## src/rtl/gol_pkg.sv

```systemverilog
// Shared types for the Game-of-Life generation controller: host opcodes,
// automatic-halt reasons and controller states.
package gol_pkg;

   typedef enum logic [2:0] {
      OP_NOP       = 3'd0,
      OP_WRITE_ROW = 3'd1,
      OP_CLEAR     = 3'd2,
      OP_COMMIT    = 3'd3,
      OP_RUN       = 3'd4,
      OP_STEP      = 3'd5,
      OP_PAUSE     = 3'd6
   } op_e;

   typedef enum logic [1:0] {
      H_NONE    = 2'd0,
      H_EXTINCT = 2'd1,
      H_STILL   = 2'd2,
      H_LIMIT   = 2'd3
   } halt_e;

   typedef enum logic [1:0] {
      S_IDLE   = 2'd0,
      S_RUN    = 2'd1,
      S_SETTLE = 2'd2,
      S_HALT   = 2'd3
   } state_e;

endpackage

```

## src/rtl/gol_shadow_buf.sv

```systemverilog
// Row-addressed shadow pattern store. Holds the pattern the host builds up
// row by row before committing it to the cell array. Flat output uses
// index row*WIDTH+col. Clear has priority over a row write.
module gol_shadow_buf #(
   parameter int WIDTH  = 10,
   parameter int HEIGHT = 10,
   parameter int ROW_W  = 4
) (
   input  logic                      clk,
   input  logic                      rst,
   input  logic                      clr,
   input  logic                      wr_en,
   input  logic [ROW_W-1:0]          wr_row,
   input  logic [WIDTH-1:0]          wr_data,
   output logic [WIDTH*HEIGHT-1:0]   data
);

   logic [WIDTH*HEIGHT-1:0] data_r;

   // Pattern storage: clear wipes every row, a write replaces one row
   always_ff @(posedge clk or negedge rst) begin
      if (!rst) begin
         data_r <= {(WIDTH*HEIGHT){1'b0}};
      end else if (clr) begin
         data_r <= {(WIDTH*HEIGHT){1'b0}};
      end else begin
         for (int r = 0; r < HEIGHT; r++) begin
            if (wr_en && (wr_row == ROW_W'(r))) begin
               data_r[r*WIDTH +: WIDTH] <= wr_data;
            end
         end
      end
   end

   assign data = data_r;

endmodule

```

## src/rtl/gol_gen_ctrl.sv

```systemverilog
// Generation controller for the toroidal Game-of-Life array. Takes host
// commands, loads the shadow pattern into the array, paces generation
// steps in RUN, counts generations and halts on extinction, still life or
// a generation limit. All outputs are registered.
module gol_gen_ctrl
   import gol_pkg::*;
#(
   parameter int WIDTH    = 10,
   parameter int HEIGHT   = 10,
   parameter int GEN_W    = 16,
   parameter int STEP_DIV = 1,
   localparam int ROW_W   = $clog2(HEIGHT)
) (
   input  logic                      clk,
   input  logic                      rst,
   input  logic                      cmd_valid,
   output logic                      cmd_ready,
   input  logic [2:0]                cmd_op,
   input  logic [ROW_W-1:0]          cmd_row,
   input  logic [WIDTH-1:0]          cmd_data,
   input  logic [GEN_W-1:0]          gen_limit,
   input  logic [WIDTH*HEIGHT-1:0]   grid_state,
   input  logic [WIDTH*HEIGHT-1:0]   grid_next,
   output logic                      grid_load,
   output logic [WIDTH*HEIGHT-1:0]   grid_load_data,
   output logic                      grid_step,
   output logic                      busy,
   output logic [GEN_W-1:0]          gen_count,
   output logic                      halt_valid,
   output logic [1:0]                halt_reason,
   output logic                      cmd_err
);

   localparam int N      = WIDTH * HEIGHT;
   localparam int PACE_W = (STEP_DIV > 1) ? $clog2(STEP_DIV) : 1;
   localparam logic [PACE_W-1:0] PACE_MAX = PACE_W'(STEP_DIV - 1);
   localparam logic [PACE_W-1:0] PACE_ONE = PACE_W'(1);
   localparam logic [ROW_W:0]    ROW_LIM  = HEIGHT[ROW_W:0];

   state_e              state_r, state_s;
   logic                ret_run_r, ret_s;      // SETTLE returns to RUN when set, else IDLE
   logic [PACE_W-1:0]   pace_r, pace_s;
   logic [GEN_W-1:0]    gen_count_r, gen_s, gen_inc_s;
   halt_e               halt_reason_r, reason_s, hit_s;
   logic                load_s, step_s, halt_s, err_s, wr_en_s, clr_s;
   logic                grid_load_r, grid_step_r, halt_valid_r, cmd_err_r;
   logic                cmd_ready_r, busy_r;
   logic                accept_s, tick_s, row_ok_s;
   op_e                 op_s;

   assign op_s      = op_e'(cmd_op);
   assign accept_s  = cmd_valid & cmd_ready_r;
   assign tick_s    = (pace_r == PACE_MAX);
   assign row_ok_s  = ({1'b0, cmd_row} < ROW_LIM);
   assign gen_inc_s = (gen_count_r == {GEN_W{1'b1}}) ? gen_count_r
                                                     : gen_count_r + {{(GEN_W-1){1'b0}}, 1'b1};

   gol_shadow_buf #(
      .WIDTH  (WIDTH),
      .HEIGHT (HEIGHT),
      .ROW_W  (ROW_W)
   ) u_shadow (
      .clk     (clk),
      .rst     (rst),
      .clr     (clr_s),
      .wr_en   (wr_en_s),
      .wr_row  (cmd_row),
      .wr_data (cmd_data),
      .data    (grid_load_data)
   );

   // Halt check on the current array contents, in priority order
   always_comb begin
      if (grid_state == {N{1'b0}}) begin
         hit_s = H_EXTINCT;
      end else if (grid_next == grid_state) begin
         hit_s = H_STILL;
      end else if ((gen_limit != {GEN_W{1'b0}}) && (gen_count_r >= gen_limit)) begin
         hit_s = H_LIMIT;
      end else begin
         hit_s = H_NONE;
      end
   end

   // Next state, output pulses and bookkeeping for the command/pacing FSM
   always_comb begin
      state_s  = state_r;
      ret_s    = ret_run_r;
      pace_s   = pace_r;
      gen_s    = gen_count_r;
      reason_s = halt_reason_r;
      load_s   = 1'b0;
      step_s   = 1'b0;
      halt_s   = 1'b0;
      err_s    = 1'b0;
      wr_en_s  = 1'b0;
      clr_s    = 1'b0;
      case (state_r)
         S_IDLE, S_HALT: begin
            if (accept_s) begin
               case (op_s)
                  OP_WRITE_ROW: begin
                     if (row_ok_s) begin
                        wr_en_s = 1'b1;
                     end else begin
                        err_s = 1'b1;
                     end
                  end
                  OP_CLEAR: clr_s = 1'b1;
                  OP_COMMIT: begin
                     load_s   = 1'b1;
                     gen_s    = {GEN_W{1'b0}};
                     reason_s = H_NONE;
                     state_s  = S_IDLE;
                  end
                  OP_RUN: begin
                     state_s  = S_RUN;
                     pace_s   = {PACE_W{1'b0}};
                     reason_s = H_NONE;
                  end
                  OP_STEP: begin
                     if (hit_s != H_NONE) begin
                        state_s  = S_HALT;
                        halt_s   = 1'b1;
                        reason_s = hit_s;
                     end else begin
                        step_s   = 1'b1;
                        gen_s    = gen_inc_s;
                        reason_s = H_NONE;
                        state_s  = S_SETTLE;
                        ret_s    = 1'b0;
                     end
                  end
                  OP_NOP, OP_PAUSE: err_s = 1'b0;
                  default: err_s = 1'b1;
               endcase
            end else begin
               err_s = 1'b0;
            end
         end
         S_RUN: begin
            if (accept_s && (op_s == OP_PAUSE)) begin
               // Pause suppresses a pending step, but a halt found this cycle still wins
               if (tick_s && (hit_s != H_NONE)) begin
                  state_s  = S_HALT;
                  halt_s   = 1'b1;
                  reason_s = hit_s;
               end else begin
                  state_s = S_IDLE;
               end
               pace_s = {PACE_W{1'b0}};
            end else begin
               err_s = accept_s;
               if (tick_s) begin
                  pace_s = {PACE_W{1'b0}};
                  if (hit_s != H_NONE) begin
                     state_s  = S_HALT;
                     halt_s   = 1'b1;
                     reason_s = hit_s;
                  end else begin
                     step_s  = 1'b1;
                     gen_s   = gen_inc_s;
                     state_s = S_SETTLE;
                     ret_s   = 1'b1;
                  end
               end else begin
                  pace_s = pace_r + PACE_ONE;
               end
            end
         end
         S_SETTLE: begin
            state_s = ret_run_r ? S_RUN : S_IDLE;
            pace_s  = {PACE_W{1'b0}};
         end
         default: state_s = S_IDLE;
      endcase
   end

   // State and registered outputs; reset drops every pulse immediately
   always_ff @(posedge clk or negedge rst) begin
      if (!rst) begin
         state_r       <= S_IDLE;
         ret_run_r     <= 1'b0;
         pace_r        <= {PACE_W{1'b0}};
         gen_count_r   <= {GEN_W{1'b0}};
         halt_reason_r <= H_NONE;
         grid_load_r   <= 1'b0;
         grid_step_r   <= 1'b0;
         halt_valid_r  <= 1'b0;
         cmd_err_r     <= 1'b0;
         cmd_ready_r   <= 1'b0;
         busy_r        <= 1'b0;
      end else begin
         state_r       <= state_s;
         ret_run_r     <= ret_s;
         pace_r        <= pace_s;
         gen_count_r   <= gen_s;
         halt_reason_r <= reason_s;
         grid_load_r   <= load_s;
         grid_step_r   <= step_s;
         halt_valid_r  <= halt_s;
         cmd_err_r     <= err_s;
         cmd_ready_r   <= (state_s != S_SETTLE);
         busy_r        <= (state_s == S_RUN) || (state_s == S_SETTLE);
      end
   end

   assign cmd_ready   = cmd_ready_r;
   assign grid_load   = grid_load_r;
   assign grid_step   = grid_step_r;
   assign busy        = busy_r;
   assign gen_count   = gen_count_r;
   assign halt_valid  = halt_valid_r;
   assign halt_reason = halt_reason_r;
   assign cmd_err     = cmd_err_r;

endmodule
```

## config.mk

```make
export PLATFORM = sky130hd
export DESIGN_NAME = gol_gen_ctrl
export DESIGN_NICKNAME = d
export VERILOG_FILES = /design/src/rtl/gol_pkg.sv /design/src/rtl/gol_shadow_buf.sv /design/src/rtl/gol_gen_ctrl.sv
export SDC_FILE = /design/constraint.sdc
export NUM_CORES = 1
export LEC_CHECK = 0
export CAP_MARGIN = 20
export CORE_ASPECT_RATIO = 1.1
export CORE_MARGIN = 2
export CORE_UTILIZATION = 30
export DETAILED_ROUTE_END_ITERATION = 12
export MAX_ROUTING_LAYER = met4
export PLACE_DENSITY_LB_ADDON = 0.08
export SYNTH_ARGS = -nofsm -noshare
export SYNTH_HDL_FRONTEND = slang
export SYNTH_SLANG_ARGS = --single-unit
```

## constraint.sdc

```tcl
create_clock -name clk -period 3.03 [get_ports clk]
set_clock_uncertainty 0.15 [all_clocks]
set_input_delay 0.4545 -clock clk [delete_from_list [all_inputs] [get_ports clk]]
set_output_delay 0.4545 -clock clk [all_outputs]
set_load 0.02 [all_outputs]
```

==> flow_summary.json, run 1 <==
{
  "track_usage": 0.244,
  "wl_per_cell_um": 20.4,
  "setup_viol": 0,
  "worst_skew_pair.late_latency_ns": 0.42,
  "postCtsHoldBufs": 0,
  "drive_above_1_share": 0.0960,
  "hold_class": "in -> async",
  "globalplace.congestion": 0.859,
  "layoutNonFillerInstCount": 1560,
  "grt-busiest-layer": "met2",
  "globalRouteOverflowTotal": 0,
  "hold_viol_final": 7,
  "yosysTopAreaCell": "dfrtp_1",
  "fmax_mhz": 348,
  "critPathCaptureType": "flop",
  "ff2ff_setup_slack_ns": 0.27,
  "grt_pass1_wl_um": 47000,
  "core_mm2": 0.0245,
  "layout.nets": 1493,
  "critPathKind": "in -> reg",
  "pin_count": 360,
  "whs_ns": -0.0216,
  "placed_cell_area_mm2": 0.0120,
  "synthTopCellsByArea": "dfrtp_1 (43%), xnor2_1 (8.8%), mux2i_1 (8.4%)",
  "cts_tree": "yes",
  "place_inst": 1528,
  "post_cts_buffers": 0,
  "synth_top_area_frac": 0.425,
  "syn_avg_cell_area_um2": 9.18,
  "first_pass_iters": 5,
  "ir_worst_vdd_uv": 456,
  "grt_max_degree": 128,
  "routed_wl_um": 31800,
  "status": "finished with violations",
  "stdcell_area_mm2": 0.0126,
  "use_met1": 0.288,
  "syn_to_final_growth_pct": 68.8,
  "async_reset_ff_frac": 1.00,
  "finalMaxSlewViolations": 0,
  "drc_errors": 0,
  "pwr-share-seq": 0.316,
  "dpl.hpwl_um": 25200,
  "clock_sinks": 127,
  "finalCritPeriodShare": 0.949,
  "vias_per_cell": 4.84,
  "postRouteAntennaNets": 0,
  "synth_seq_area_share": 0.425,
  "die_w_um": 154,
  "violations": "negative hold slack",
  "dieArea_mm2": 0.0262,
  "tightest_slew_ns": 0.732,
  "period_minus_slack_ns": 2.88,
  "regArea_mm2": 0.00318,
  "multiInputGateArea_mm2": 0.00404,
  "cts_buffers": 17,
  "p_sw_frac": 0.303,
  "synth_area_mm2": 0.00747,
  "crit_required_ns": 3.23,
  "switchingPower_uw": 1820,
  "htree_num_levels": 4,
  "total_power_uw": 6030,
  "n_antenna_cell": 0,
  "cts-root-buf": "clkbuf_16",
  "grt_antenna_before_repair": 0,
  "rsz0062_at_grt": "true",
  "yosys_warnings": 0,
  "internal-power_uw": 4200,
  "cp-start-kind": "primary input",
  "path_max_fanout": 3,
  "grt_pass1_vias": 7751,
  "comb_power_share": 0.325,
  "num_vias": 7555,
  "synth-main-ff-cell": "dfrtp_1",
  "drv_cap": 0,
  "syn_nets": 1070,
  "numPortBuffers": 359,
  "ys_types": 53,
  "p_clk_frac": 0.359,
  "slew_headroom": 0.511,
  "ys_ff_latch": 127,
  "synth_cells": 814,
  "cp.arrival_ns": 3.08,
  "clk_path_buf_depth": 2,
  "met3_usage": 0.0672,
  "num_rows": 60,
  "drtIter0Drc": 336,
  "clk_pin_slew_ns": 0.06,
  "synth_edf_count": 0,
  "power_per_cell_area_mw_per_mm2": 478,
  "leakage_uw": 0.00574,
  "grt_use_met2": 0.423,
  "fill_cells": 2308,
  "start_util": 0.305,
  "die_h_um": 170
}
## path summary, 6_finish.rpt
check / cells after the start / end / startpoint
setup / recovery: 12 / busy$_DFF_PN0_ / grid_state[30]
hold / removal: 2 / u_shadow.data[30]$_DFFE_PN0P_ / rst
setup reg to reg: 11 / gen_count[8]$_DFFE_PN0P_ / gen_count[2]$_DFFE_PN0P_
hold reg to reg: 2 / u_shadow.data[75]$_DFFE_PN0P_ / u_shadow.data[75]$_DFFE_PN0P_
max in group asynchronous: 2 / state_r[0]$_DFF_PN0_ / rst
min in group clk: 2 / u_shadow.data[75]$_DFFE_PN0P_ / u_shadow.data[75]$_DFFE_PN0P_
## critical path, cell delays in order
cell and delay (ns):
clkdlybuf4s50_1 0.56, xnor2_1 0.14, nand4_1 0.20, nor4_1 0.38
buf_4 0.17, nand4_1 0.09, nor3_2 0.26, nor2_2 0.09
a311o_1 0.31, o21ai_1 0.10, ha_1 0.25, inv_1 0.05
## layer usage
layer,wire [µm],vias up
li1,-,3695
met1,13200,3599
met2,16100,246
met3,2210,15
met4,247,0
met5,0,-
## kinds of logic (layout without fill, tap and decap cells)
group,count (synthesis),in the layout,share of synthesized area
adders and majority gates,20,20,0.0335
buffers and inverters,68,504,0.0362
DFF,127,127,0.425
and+or+nand+nor,331,331,0.213
AOI/OAI and AO/OA,101,101,0.0851
muxes,64,64,0.0859
xor gates and xnor gates,103,103,0.121
## cells in the mapped netlist (all sizes together) (10+ instances only)
cell type  count
a21oi         55
and3          10
clkbuf        35
dfrtp        127
ha            20
inv           28
mux2i         63
nand2        111
nand3         14
nand4         35
nor2          83
nor4          45
o21ai         13
xnor2         75
xor2          28
## cells in the final DEF, fill, tap and decap left out, types with 17 or more instances in the layout
cell type / synthesis / final
nand2_1: 111 / 111
nor2_1: 83 / 82
dfrtp_1: 127 / 127
a21oi_1: 55 / 55
nand4_1: 35 / 35
ha_1: 20 / 20
xnor2_1: 75 / 75
clkbuf_16: 0 / 17
nor4_1: 45 / 44
inv_1: 28 / 28
clkdlybuf4s50_1: 0 / 358
xor2_1: 28 / 28
buf_4: 2 / 80
mux2i_1: 63 / 63
## area by class of cell
| type | count | area share |
|---|---|---|
| timing repair buffer | 443 | 0.340 |
| multi-input combinational | 619 | 0.320 |
| sequential | 127 | 0.252 |
| clock buffer | 23 | 0.0363 |
| tap | 310 | 0.0308 |
| clock inverter | 9 | 0.0126 |
| inverter | 29 | 0.00863 |
## timing repair
| action | 4_1_cts | 5_1_grt |
|---|---|---|
| endpoints found under the setup margin | 0 | 2 |
| resized for setup | 0 | 2 |
| endpoints found under the hold margin | 0 | 0 |
## stage by stage
| step | utilization | setup slack (ns) | TNS, ns |
|---|---|---|---|
| 6_report | 0.515 | 0.153 | 0 |
| 5_1_grt | 0.515 | -0.0120 | -0.0120 |
| 4_1_cts | 0.515 | 0.108 | 0 |
| 3_5_place_dp | 0.490 | -0.339 | -4.57 |
| 3_3_place_gp | 0.490 | -0.302 | -4.11 |
| 2_1_floorplan | - | 0.188 | 0 |
## sequential cells by signal (all words and copies together) (netlist names), 2 cells and up
signal         count
u_shadow.data    100
state_r            2
gen_count         16
halt_reason        2
## power groups by stage
| stage | clock network (µW) | logic, µW | registers (µW) |
|---|---|---|---|
| after floorplan | 0 | 788 | 2050 |
| final | 2160 | 1960 | 1900 |
| after detailed placement | 0 | 1970 | 1940 |
| after global placement | 0 | 1960 | 1930 |
| after CTS | 2210 | 1980 | 1910 |
| after global routing | 2290 | 2130 | 1920 |
(Power assumes the default switching activity.)
==> run 2: changes to the inputs <==
Settings changed: ABC_AREA set to 1, CAP_MARGIN 20 to 40.
==> run 2 against run 1 <==
Effect of this change: the run now ends clean; register-to-register slack better by 0.22 ns; critical path depth grew 2; combinational power rose by 130%; power increased by 62%; fmax grew 12%; die area up 9.4%; clock power increased by 6%; flip-flop and latch count did not move; synthesized cell count is 36% higher; via count increased by 12%; final area rose by 2.7%; setup slack better by 0.30 ns; largest cell class is now multi-input gates.
==> flow_summary.json, run 2 <==
{
  "synthTopCellsByArea": "dfrtp_1 (39%), nand2_1 (16%), xor2_1 (6.4%)",
  "synth_common_cells": "nand2_1 (345), nor2_1 (128), dfrtp_1 (127)",
  "core_mm2": 0.0269,
  "vias_per_cell": 4.58,
  "drv_cap": 0,
  "synth_area_mm2": 0.00820,
  "hold_class": "in -> async",
  "setup_viol": 0,
  "path_max_fanout": 12,
  "yosys_warnings": 0,
  "cts_buffers": 17,
  "synth_top_area_frac": 0.388,
  "crit_required_ns": 3.20,
  "ys_ff_latch": 127,
  "synth-main-ff-cell": "dfrtp_1",
  "tightest_slew_ns": 0.889,
  "globalRouteOverflowTotal": 0,
  "routed_wl_um": 31700,
  "postCtsHoldBufs": 1,
  "yosysTopAreaCell": "dfrtp_1",
  "finalMaxSlewViolations": 0,
  "cts_resized": 0,
  "tns_ns": 0,
  "clk_pin_slew_ns": 0.06,
  "track_usage": 0.228,
  "largest_reg_flops": 100,
  "postRouteAntennaNets": 0,
  "worst_skew_pair.late_latency_ns": 0.42,
  "leakage_uw": 0.00599,
  "syn_nets": 1362,
  "final_cell_mix": "clkdlybuf4s50_1 (358), nand2_1 (345), nor2_1 (128)",
  "async_reset_ff_frac": 1.00,
  "p_sw_frac": 0.380,
  "reg2reg_depth": 12,
  "drtIter0Drc": 499,
  "first_pass_iters": 5,
  "cts-root-buf": "clkbuf_16",
  "finalCritPeriodShare": 0.851,
  "ys_types": 38,
  "ir_worst_vdd_uv": 410,
  "fmax_mhz": 388,
  "power_per_cell_area_mw_per_mm2": 753,
  "whs_ns": 0.293,
  "htree_num_levels": 4,
  "syn_to_final_growth_pct": 58.1,
  "grt_max_degree": 75,
  "clock_sinks": 127,
  "rsz0062_at_grt": "false",
  "switchingPower_uw": 3710,
  "hold_viol_final": 0,
  "wl_per_cell_um": 17.1,
  "dieArea_mm2": 0.0287,
  "pin_count": 360,
  "synth_edf_count": 0,
  "layout.nets": 1733,
  "ff2ff_setup_slack_ns": 0.49,
  "critPathCaptureType": "flop",
  "drive_above_1_share": 0.0993,
  "critPathKind": "in -> reg",
  "drc_errors": 0,
  "clk_path_buf_depth": 2,
  "total_power_uw": 9760,
  "status": "complete, no violations",
  "synth_seq_area_share": 0.388,
  "num_rows": 63,
  "grt_antenna_before_repair": 8,
  "syn_avg_cell_area_um2": 7.41,
  "post_cts_buffers": 0,
  "dpl.hpwl_um": 25200,
  "cp-start-kind": "primary input",
  "internal-power_uw": 6050,
  "die_w_um": 162,
  "grt_pass1_vias": 8320,
  "final_common_cell": "clkdlybuf4s50_1",
  "cp.arrival_ns": 2.74,
  "num_vias": 8488,
  "globalplace.congestion": 0.949,
  "p_clk_frac": 0.233,
  "grt_pass1_wl_um": 48000,
  "comb_power_share": 0.471,
  "numPortBuffers": 359,
  "yosysMostFrequentCell": "nand2_1",
  "pwr-share-seq": 0.296,
  "die_h_um": 177,
  "period_minus_slack_ns": 2.58,
  "start_util": 0.305,
  "slew_headroom": 0.406,
  "cts_tree": "yes",
  "synth_cells": 1106
}
==> run 2: final cells by class <==
class	instances	area, µm²
inverters	125	472
clock buffers	18	439
repair buffers	384	3790
flip-flops and latches	127	3180
fillers	2682	13900
well taps	357	447
multi-input cells	822	4390
diodes	8	20.0
clock inverters	14	214
==> run 2: power groups by stage <==
stage / Combinational (µW) / Clock, µW / Sequential, µW
2_1_floorplan: 1440 / 0 / 3720
3_3_place_gp: 4600 / 0 / 2900
3_5_place_dp: 4630 / 0 / 2910
4_1_cts: 4640 / 2310 / 2890
5_1_grt: 4980 / 2390 / 2980
6_report: 4590 / 2280 / 2890
==> run 2: kinds of logic after synthesis <==
kind of cell | after synthesis | synth area share
AND/OR/NAND/NOR | 570 | 0.301
AO/OA/AOI/OAI | 159 | 0.123
buffers and inverters | 157 | 0.0800
flip-flops | 127 | 0.388
XOR/XNOR | 73 | 0.0780
adder cells (fa/ha/maj) | 20 | 0.0305
==> run 2: path summary, 6_finish.rpt <==
kind | start | end
worst max register to register | gen_count[9]$_DFFE_PN0P_ | busy$_DFF_PN0_
worst min register to register | u_shadow.data[9]$_DFFE_PN0P_ | u_shadow.data[9]$_DFFE_PN0P_
max in group asynchronous | rst | u_shadow.data[20]$_DFFE_PN0P_
worst max-delay path | gen_limit[9] | busy$_DFF_PN0_
min in group clk | u_shadow.data[9]$_DFFE_PN0P_ | u_shadow.data[9]$_DFFE_PN0P_
worst min-delay path | rst | u_shadow.data[97]$_DFFE_PN0P_
==> run 2: stage by stage <==
stage          setup slack, ns  utilization  area, µm²  cells
5_1_grt                  0.217        0.482      13000   1855
6_report                 0.453        0.482      13000   1855
2_1_floorplan            0.570            -       8200   1106
4_1_cts                  0.444        0.481      12900   1847
3_5_place_dp           0.00628        0.457      12300   1814
3_3_place_gp            0.0407        0.457      12300   1814
==> run 2: per-layer routing <==
| layer | global-route usage | routed length (µm) |
|---|---|---|
| met5 | - | 0 |
| met4 | 0.0859 | 676 |
| met3 | 0.0502 | 2160 |
| met2 | 0.381 | 15800 |
| met1 | 0.270 | 13100 |
==> run 2: critical path, cell delays in order <==
cell             delay [ns]
clkdlybuf4s50_1        0.48
inv_1                  0.05
ha_1                   0.31
a21oi_1                0.16
o21a_1                 0.12
nor2_1                 0.04
nor2_1                 0.09
nand2_1                0.07
nand2_1                0.09
nand3_2                0.25
a21oi_1                0.21
o21bai_1               0.09
ha_1                   0.28
inv_1                  0.04
